--- src/rtl/serial_right_shifter.sv ---
// Multi-cycle right shift/rotate unit (ASR, LSR, ROR, RCR) with a start/busy/done handshake.
// Define FAST_NIBBLE_EN to retire up to four bit positions per SHIFT cycle.
module serial_right_shifter #(
  parameter int WIDTH = 16,
  parameter int AMT_W = 5
) (
  input  logic             clk,
  input  logic             rst,
  input  logic             start,
  input  logic [WIDTH-1:0] in,
  input  logic [1:0]       mode,
  input  logic [AMT_W-1:0] sramt,
  input  logic             carry_in,
  output logic [WIDTH-1:0] out,
  output logic             carry_out,
  output logic             busy,
  output logic             done
);

  localparam logic [1:0] S_IDLE  = 2'd0;
  localparam logic [1:0] S_SHIFT = 2'd1;
  localparam logic [1:0] S_DONE  = 2'd2;

  localparam logic [1:0] M_ASR = 2'b00;
  localparam logic [1:0] M_LSR = 2'b01;
  localparam logic [1:0] M_ROR = 2'b10;
  localparam logic [1:0] M_RCR = 2'b11;

  logic [1:0]       state_q, state_d;
  logic [WIDTH-1:0] out_q, out_d;
  logic             carry_q, carry_d;
  logic [1:0]       mode_q, mode_d;
  logic [AMT_W-1:0] cnt_q, cnt_d;

  // One 1-bit step on the packed {out, carry} word; the bit leaving out[0] always lands in carry.
  function automatic logic [WIDTH:0] step1(input logic [WIDTH:0] v, input logic [1:0] m);
    logic msb;
    case (m)
      M_ASR:   msb = v[WIDTH];
      M_LSR:   msb = 1'b0;
      M_ROR:   msb = v[1];
      M_RCR:   msb = v[0];
      default: msb = 1'b0;
    endcase
    return {msb, v[WIDTH:2], v[1]};
  endfunction

  always_comb begin
    // NOTE: every signal gets a default before the case so no path leaves it unassigned (no latch).
    state_d = state_q;
    out_d   = out_q;
    carry_d = carry_q;
    mode_d  = mode_q;
    cnt_d   = cnt_q;
    case (state_q)
      S_IDLE: begin
        if (start) begin
          out_d   = in;
          carry_d = carry_in;
          mode_d  = mode;
          cnt_d   = sramt;
          state_d = (sramt == '0) ? S_DONE : S_SHIFT;
        end
      end
      S_SHIFT: begin
`ifdef FAST_NIBBLE_EN
        if (cnt_q >= AMT_W'(4)) begin
          {out_d, carry_d} = step1(step1(step1(step1({out_q, carry_q}, mode_q), mode_q),
                                         mode_q), mode_q);
          cnt_d = cnt_q - AMT_W'(4);
        end else begin
          {out_d, carry_d} = step1({out_q, carry_q}, mode_q);
          cnt_d = cnt_q - AMT_W'(1);
        end
        if (cnt_d == '0) state_d = S_DONE;
`else
        {out_d, carry_d} = step1({out_q, carry_q}, mode_q);
        cnt_d = cnt_q - AMT_W'(1);
        if (cnt_q == AMT_W'(1)) state_d = S_DONE;
`endif
      end
      S_DONE:  state_d = S_IDLE;
      default: state_d = S_IDLE;
    endcase
  end

  // NOTE: state registers use non-blocking assignments so all flops update from pre-edge values.
  always_ff @(posedge clk) begin
    if (rst) begin
      state_q <= S_IDLE;
      out_q   <= '0;
      carry_q <= 1'b0;
      mode_q  <= M_ASR;
      cnt_q   <= '0;
    end else begin
      state_q <= state_d;
      out_q   <= out_d;
      carry_q <= carry_d;
      mode_q  <= mode_d;
      cnt_q   <= cnt_d;
    end
  end

  assign out       = out_q;
  assign carry_out = carry_q;
  assign busy      = (state_q != S_IDLE);
  assign done      = (state_q == S_DONE);

endmodule

--- config.mk ---
export PLATFORM = sky130hd
export DESIGN_NAME = serial_right_shifter
export DESIGN_NICKNAME = d
export VERILOG_FILES = /design/src/rtl/serial_right_shifter.sv
export SDC_FILE = /design/constraint.sdc
export NUM_CORES = 1
export LEC_CHECK = 0
export BUFFER_PORTS_ARGS = -buffer_cell sky130_fd_sc_hd__buf_2
export CORE_ASPECT_RATIO = 0.9
export CORE_MARGIN = 3
export CORE_UTILIZATION = 50
export CTS_CLUSTER_DIAMETER = 100
export DETAILED_ROUTE_END_ITERATION = 8
export GPL_TIMING_DRIVEN = 1
export PLACE_DENSITY = 0.79
export SLEW_MARGIN = 25
export SYNTH_ARGS = -nofsm -noshare
export SYNTH_HDL_FRONTEND = slang
export SYNTH_SLANG_ARGS = --single-unit
--- constraint.sdc ---
create_clock -name clk -period 1.4 [get_ports clk]
set_input_delay 0.28 -clock clk [delete_from_list [all_inputs] [get_ports clk]]
set_output_delay 0.28 -clock clk [all_outputs]
set_load 0.005 [all_outputs]
==> results of run 1 <==
-- synth_stat cells, drive strengths merged (2+ instances only) --
cell and n:
nand2 34, dfxtp 26, nor2 25, a311oi 16
buf 11, a21oi 5, a211oi 4, inv 4
nor3 3, ha 2, mux2i 2, nand2b 2
nand3b 2, nor3b 2, o21ai 2, o41ai 2
-- report_power, final --
group	internal, mW	leakage [nW]	switching [mW]
logic	0.309	0.520	0.322
clock network	0.289	0.0279	0.227
registers	0.833	0.217	0.0991
total	1.43	0.765	0.648
-- routing by layer --
layer	track usage	up-vias	wire length [um]
li1	-	662	-
met1	0.290	633	1470
met2	0.359	45	1820
met3	0.0302	4	202
met4	0.0636	0	33
met5	0	-	0
-- registers in the layout (all words and copies together), names as in the netlist --
register	count
state_q	2
out	16
cnt_q	5
carry_out	1
mode_q	2
-- path summary, 6_finish.rpt --
check | cells past startpoint | from | to | slack (ns)
worst min register to register | 2 | out[15]$_SDFFE_PP0P_ | out[14]$_SDFFE_PP0P_ | 0.51
worst min-delay path | 3 | mode[0] | mode_q[0]$_SDFFE_PP0P_ | 0.21
worst max register to register | 4 | state_q[1]$_SDFFE_PP0P_ | out[7]$_SDFFE_PP0P_ | 0.02
worst max-delay path | 4 | state_q[1]$_SDFFE_PP0P_ | out[7]$_SDFFE_PP0P_ | 0.02
-- metrics by stage --
step | cell area, um2 | total power, mW | utilization | hold slack [ns] | TNS (ns)
2_1_floorplan | 1400 | 1.33 | - | 0.427 | 0
3_3_place_gp | 1700 | 1.53 | 0.664 | 0.476 | 0
3_5_place_dp | 1700 | 1.56 | 0.664 | 0.485 | 0
4_1_cts | 1760 | 2.08 | 0.690 | 0.202 | 0
5_1_grt | 1770 | 2.20 | 0.695 | 0.199 | -0.608
6_report | 1770 | 2.08 | 0.695 | 0.213 | 0
-- final cells by class --
cell class	instances	area (um2)
Clock inverter	1	30.0
Clock buffer	3	22.5
Fill cell	220	778
Sequential cell	26	527
Tap cell	28	35.0
Inverter	4	15.0
Multi-Input combinational cell	116	797
Timing Repair Buffer	55	348
-- cells in the final DEF (no fill, tap or decap), drive strengths merged, types with 3 or more instances in the layout --
cell    count
buf        55
dfxtp      26
nor3        3
nor2       25
inv         4
a311oi     16
nand2      34
clkbuf      3
a211oi      4
a21oi       5
-- timing repair --
| item | CTS | global route |
|---|---|---|
| gates cloned | 0 | 0 |
| setup endpoints to repair | 6 | 17 |
| resized for setup | 5 | 4 |
| pin swaps | 0 | 1 |
-- kinds of logic after synthesis --
family                   count (synthesis)
buffers and inverters                   16
AND/OR/NAND/NOR                         74
adder cells (fa/ha/maj)                  2
AO/OA/AOI/OAI                           37
multiplexers                             3
flip-flops                              26
-- critical path: cells and delay by family, from the launching register on --
kind	cells	cell delay, ns
AND/OR/NAND/NOR	2	0.40
AO/OA/AOI/OAI	1	0.27
buffers and inverters	1	0.23
flip-flops	1	0.40
==> results.md, run 1 <==
* Status: finished clean
* Hold Violations, Final at 0
* Antenna diode count at 0
* Worst stage delay on the critical path at 0.40 ns
* Count of input and output buffers at 45
* Worst Hold Class: in2reg
* DIE AREA at 3470 um2
* Max clock buf depth at 2
* Largest family of logic cells by synthesized area: compound AO/OA/AOI/OAI gates
* Post-CTS Setup Bufs at 0
* Layout Skew at 0.00578 ns
* Fmax at 725 MHz
* Syn Area/Cell at 8.86 um2
* Initial antenna violation count at 0
* Worst-path cell chain: nand2b_1 > buf_4 > nand2_1 > a311oi_2
* Leakage Power at 0.765 nW
* Hold_buf cts at 0
* Number of global-route vias before repair at 1306
* Synth Warn # at 0
* PD cells at 1170 nW/um2
* Area growth syn-to-layout at 26.7%
* Synth top area share at 0.372
* Routed wire length at 3530 um
* Post-synthesis adder-cell area fraction at 0.0179
* I/O pin cnt at 46
* Core Region at 2550 um2
* Post-Syn Instances at 158
* Place WS at 0.0120 ns
* Sequential fraction of the synthesis area at 0.372
* Yosys cell types at 39
* Vias at 1344
* Synth Flop Type: dfxtp_1
* Slew @ Worst Pin at 0.366 ns
* WL/cell at 15.1 um
* Setup crit end kind: register
* Setup WS post-layout at 0.0216 ns
* Number of synthesized register bits at 26
* Max transition margin at 0.756
* Final cell count without fillers at 233
* Drt first-iter violations at 55
* Critical path arrival at 1.62 ns
* Post-synth EDFFs at 0
* Max-cap violations at 0
* Tot GR Track Use at 0.219
* CP Class: reg2reg
* DRT Pass-1 Iters at 7
* Share of cells above drive strength 1 at 0.454
* Placed cell count at 229
* Row count at 17
* Total grt overflow at 0
* Initial Util at 0.549
* Slowest CP cell: dfxtp_4
* First-pass GRT wire length at 5890 um
* Leading area contributor after synthesis: dfxtp_1
* Final Max Slew Viols at 0
* Final period util at 0.985
* Finish-stage setup viols at 0
* Die width at 61.8 um
* Post-Syn Area at 1400 um2
* Dpl hpwl at 2640 um
* Pin count of the biggest net entering global routing at 21
* Drt drc at 0
* Crit path time final at 1.38 ns
* Final nets at 235
* Asr flop ratio synth at 0
* Xor/xnor share of the synthesized area at 0
* Worst-path clk slew at 0.15 ns
* CP required at 1.64 ns
* Height of the die at 56.2 um
* Clock latency on the worst-skew pair at 0.32 ns
* TritonCTS Buffers at 3
* H-tree lvl count at 1
* Compound-Gate Fraction of Synth Area at 0.273
* Synth top area cells: dfxtp_1, a311oi_2, nand2_1
* CTS root buffer: clkbuf_4
* Syn_nets at 187
* TritonCTS clock tree: yes
* Vias per cell at 5.77
* Synth Area in Simple Gates at 0.248
* Clk sinks at 26
* Peak VDD IR at 0.640 mV
* Worst Path Max Fanout at 8
* CP Launch Type: register
* Global placement routability congestion at 0.854
* Final ANT Viol Nets at 0
* Mux contribution to synthesized area at 0.0223
* Unrepaired setup endpoints after global routing: yes
No activity file was read; power rests on OpenSTA's default activity.
==> run 2, diff against run 1 <==
Settings changed: ABC_AREA set to 1, CORE_UTILIZATION 50 to 49.
==> results.md, run 2 <==
* Combinational share of power at 0.267
* Post-Syn Area at 1320 um2
* Footprint of the multi-input gates at 679 um2
* Final period util at 0.912
* Total power draw at 1.94 mW
* Post-synthesis adder-cell area fraction at 0.0189
* Final cell count without fillers at 283
* Unrepaired setup endpoints after global routing: no
* First-pass GRT wire length at 5060 um
* Mux contribution to synthesized area at 0
* R2R cell count at 8
* Final core utilization at 0.642
* DIE AREA at 3360 um2
* Hold Path Stages at 2
* Most frequent cell after synthesis: nand2_1
* Hold Violations, Final at 0
* Worst Hold Class: in2reg
* Synth Area in Simple Gates at 0.359
* Vias at 1384
* Largest register FFs at 16
* Synth Warn # at 0
* Worst Path Max Fanout at 4
* Final nets at 285
* Total grt overflow at 0
* Slew @ Worst Pin at 0.327 ns
* Seq pwr share at 0.467
* Leading area contributor after synthesis: dfxtp_1
* TritonCTS Buffers at 3
* Row count at 17
* Initial Util at 0.526
* PD cells at 1200 nW/um2
* Pin count of the biggest net entering global routing at 24
* Peak VDD IR at 0.544 mV
* Fmax at 783 MHz
* Synth Flop Type: dfxtp_1
* Drt first-iter violations at 83
* Worst-path clk slew at 0.14 ns
* Final instance area at 1610 um2
* Antenna diode count at 0
* Most frequent cells in the layout: nand2_1, buf_2, nor2_1
* Compound-Gate Fraction of Synth Area at 0.136
* Max clock buf depth at 2
* I/O pin cnt at 46
* Psw at 599 uW
* Max-cap violations at 0
* Initial antenna violation count at 0
* Layout Skew at 0.00322 ns
* Share of cells above drive strength 1 at 0.227
* Number of fill cells at 257
* Largest family of logic cells by synthesized area: simple AND/OR/NAND/NOR gates
* Core Region at 2510 um2
* Dpl cell area at 1560 um2
* WL/cell at 10.6 um
* Status: finished clean
* H-tree lvl count at 1
* Vias per cell at 4.89
* Setup WS post-layout at 0.123 ns
* Setup crit end kind: output pin
* Finish-stage setup viols at 0
* Global placement routability congestion at 0.804
* Final ANT Viol Nets at 0
* Internal power consumption at 1.34 mW
* Area growth syn-to-layout at 21.9%
* Clock latency on the worst-skew pair at 0.32 ns
* Die width at 60.7 um
* CP required at 1.12 ns
* Post-synth EDFFs at 0
* Number of synthesized register bits at 26
* Sequential fraction of the synthesis area at 0.394
* Asr flop ratio synth at 0
* Post-route setup TNS at 0 ns
* Final Max Slew Viols at 0
* Syn_nets at 240
* DRT Pass-1 Iters at 4
* Routed wire length at 2990 um
* Height of the die at 55.3 um
* CTS root buffer: clkbuf_4
* Commonest non-fill, non-tap cell in the layout: nand2_1
* Leakage Power at 0.863 nW
* Crit path time final at 1.28 ns
* Clk sinks at 26
* Place WS at 0.0966 ns
* Post-Syn Instances at 211
* Register area at 520 um2
* Drt drc at 0
* Xor/xnor share of the synthesized area at 0
* Number of global-route vias before repair at 1172
* Yosys cell types at 16
* Hold Slack at 0.152 ns
* Switching share of power at 0.309
* Critical path arrival at 1.00 ns
* CP Launch Type: register
* Count of input and output buffers at 45
* Synth top area cells: dfxtp_1, nand2_1, nor2_1
* Max transition margin at 0.781
* TritonCTS clock tree: yes
* Placed cell count at 279
* Syn Area/Cell at 6.26 um2
* Tot GR Track Use at 0.186
* Top cells by count, synth: nand2_1, nor2_1, dfxtp_1, o21ai_0, inv_1
* Post-CTS Setup Bufs at 0
* CP Class: reg2out
* Dpl hpwl at 2150 um
* Clock power frac at 0.266
* Synth top area share at 0.394
[run 2: cell types whose count changed after synthesis, moves of 3 or more]
cell      before  now
a21oi_1        5   10
a311oi_2      13    0
a311oi_1       3    0
nand3_1        0   10
buf_2          5    2
nand2_1       34   69
nor3_1         3    0
o21ai_0        2   24
nor2_2        10    0
nor2_1        15   41
a211oi_1       4    0
inv_1          4   14
[run 2: path summary, 6_finish.rpt]
| path | endpoint | slack, ns | startpoint |
|---|---|---|---|
| hold reg to reg | mode_q[1]$_SDFFE_PP0P_ | 0.49 | mode_q[1]$_SDFFE_PP0P_ |
| setup / recovery | done | 0.12 | state_q[1]$_SDFFE_PP0P_ |
| hold / removal | cnt_q[4]$_SDFFE_PP0P_ | 0.15 | rst |
| setup reg to reg | cnt_q[2]$_SDFFE_PP0P_ | 0.17 | cnt_q[0]$_SDFFE_PP0P_ |
[run 2: cell families after synthesis]
kind of cell	count (synthesis)
buffers and inverters	26
AOI/OAI and AO/OA	36
and+or+nand+nor	121
DFF	26
adders and majority gates	2
[run 2: worst max-delay path, cell delays in order, from the launching register on]
cell and delay [ns]:
dfxtp_1 0.40, inv_1 0.09, nor2_1 0.08, buf_2 0.11
[run 2: layer usage]
layer,GRT usage,vias up,wire (um)
met2,0.281,38,1280
met4,0.0372,0,27
met1,0.278,596,1520
li1,-,746,-
met3,0.0304,4,160
met5,0,-,0
[run 2: cell type report]
cell class	instances	share of cell area
Timing Repair Buffer	50	0.163
Clock buffer	3	0.0140
Inverter	16	0.0373
Sequential cell	26	0.323
Tap cell	28	0.0218
Multi-Input combinational cell	159	0.422
Clock inverter	1	0.0186
[run 2: power groups by stage]
stage	Combinational [mW]	Clock (mW)	Sequential, mW
after global placement	0.514	0	0.919
after floorplan	0.356	0	0.914
after global routing	0.608	0.555	0.920
after CTS	0.522	0.527	0.904
final	0.518	0.515	0.906
after detailed placement	0.520	0	0.919
[run 2: what timing repair did]
action                                  4_1_cts  5_1_grt
endpoints found under the setup margin        0       13
gates resized for setup                       0        1
hold buffers                                  0        0
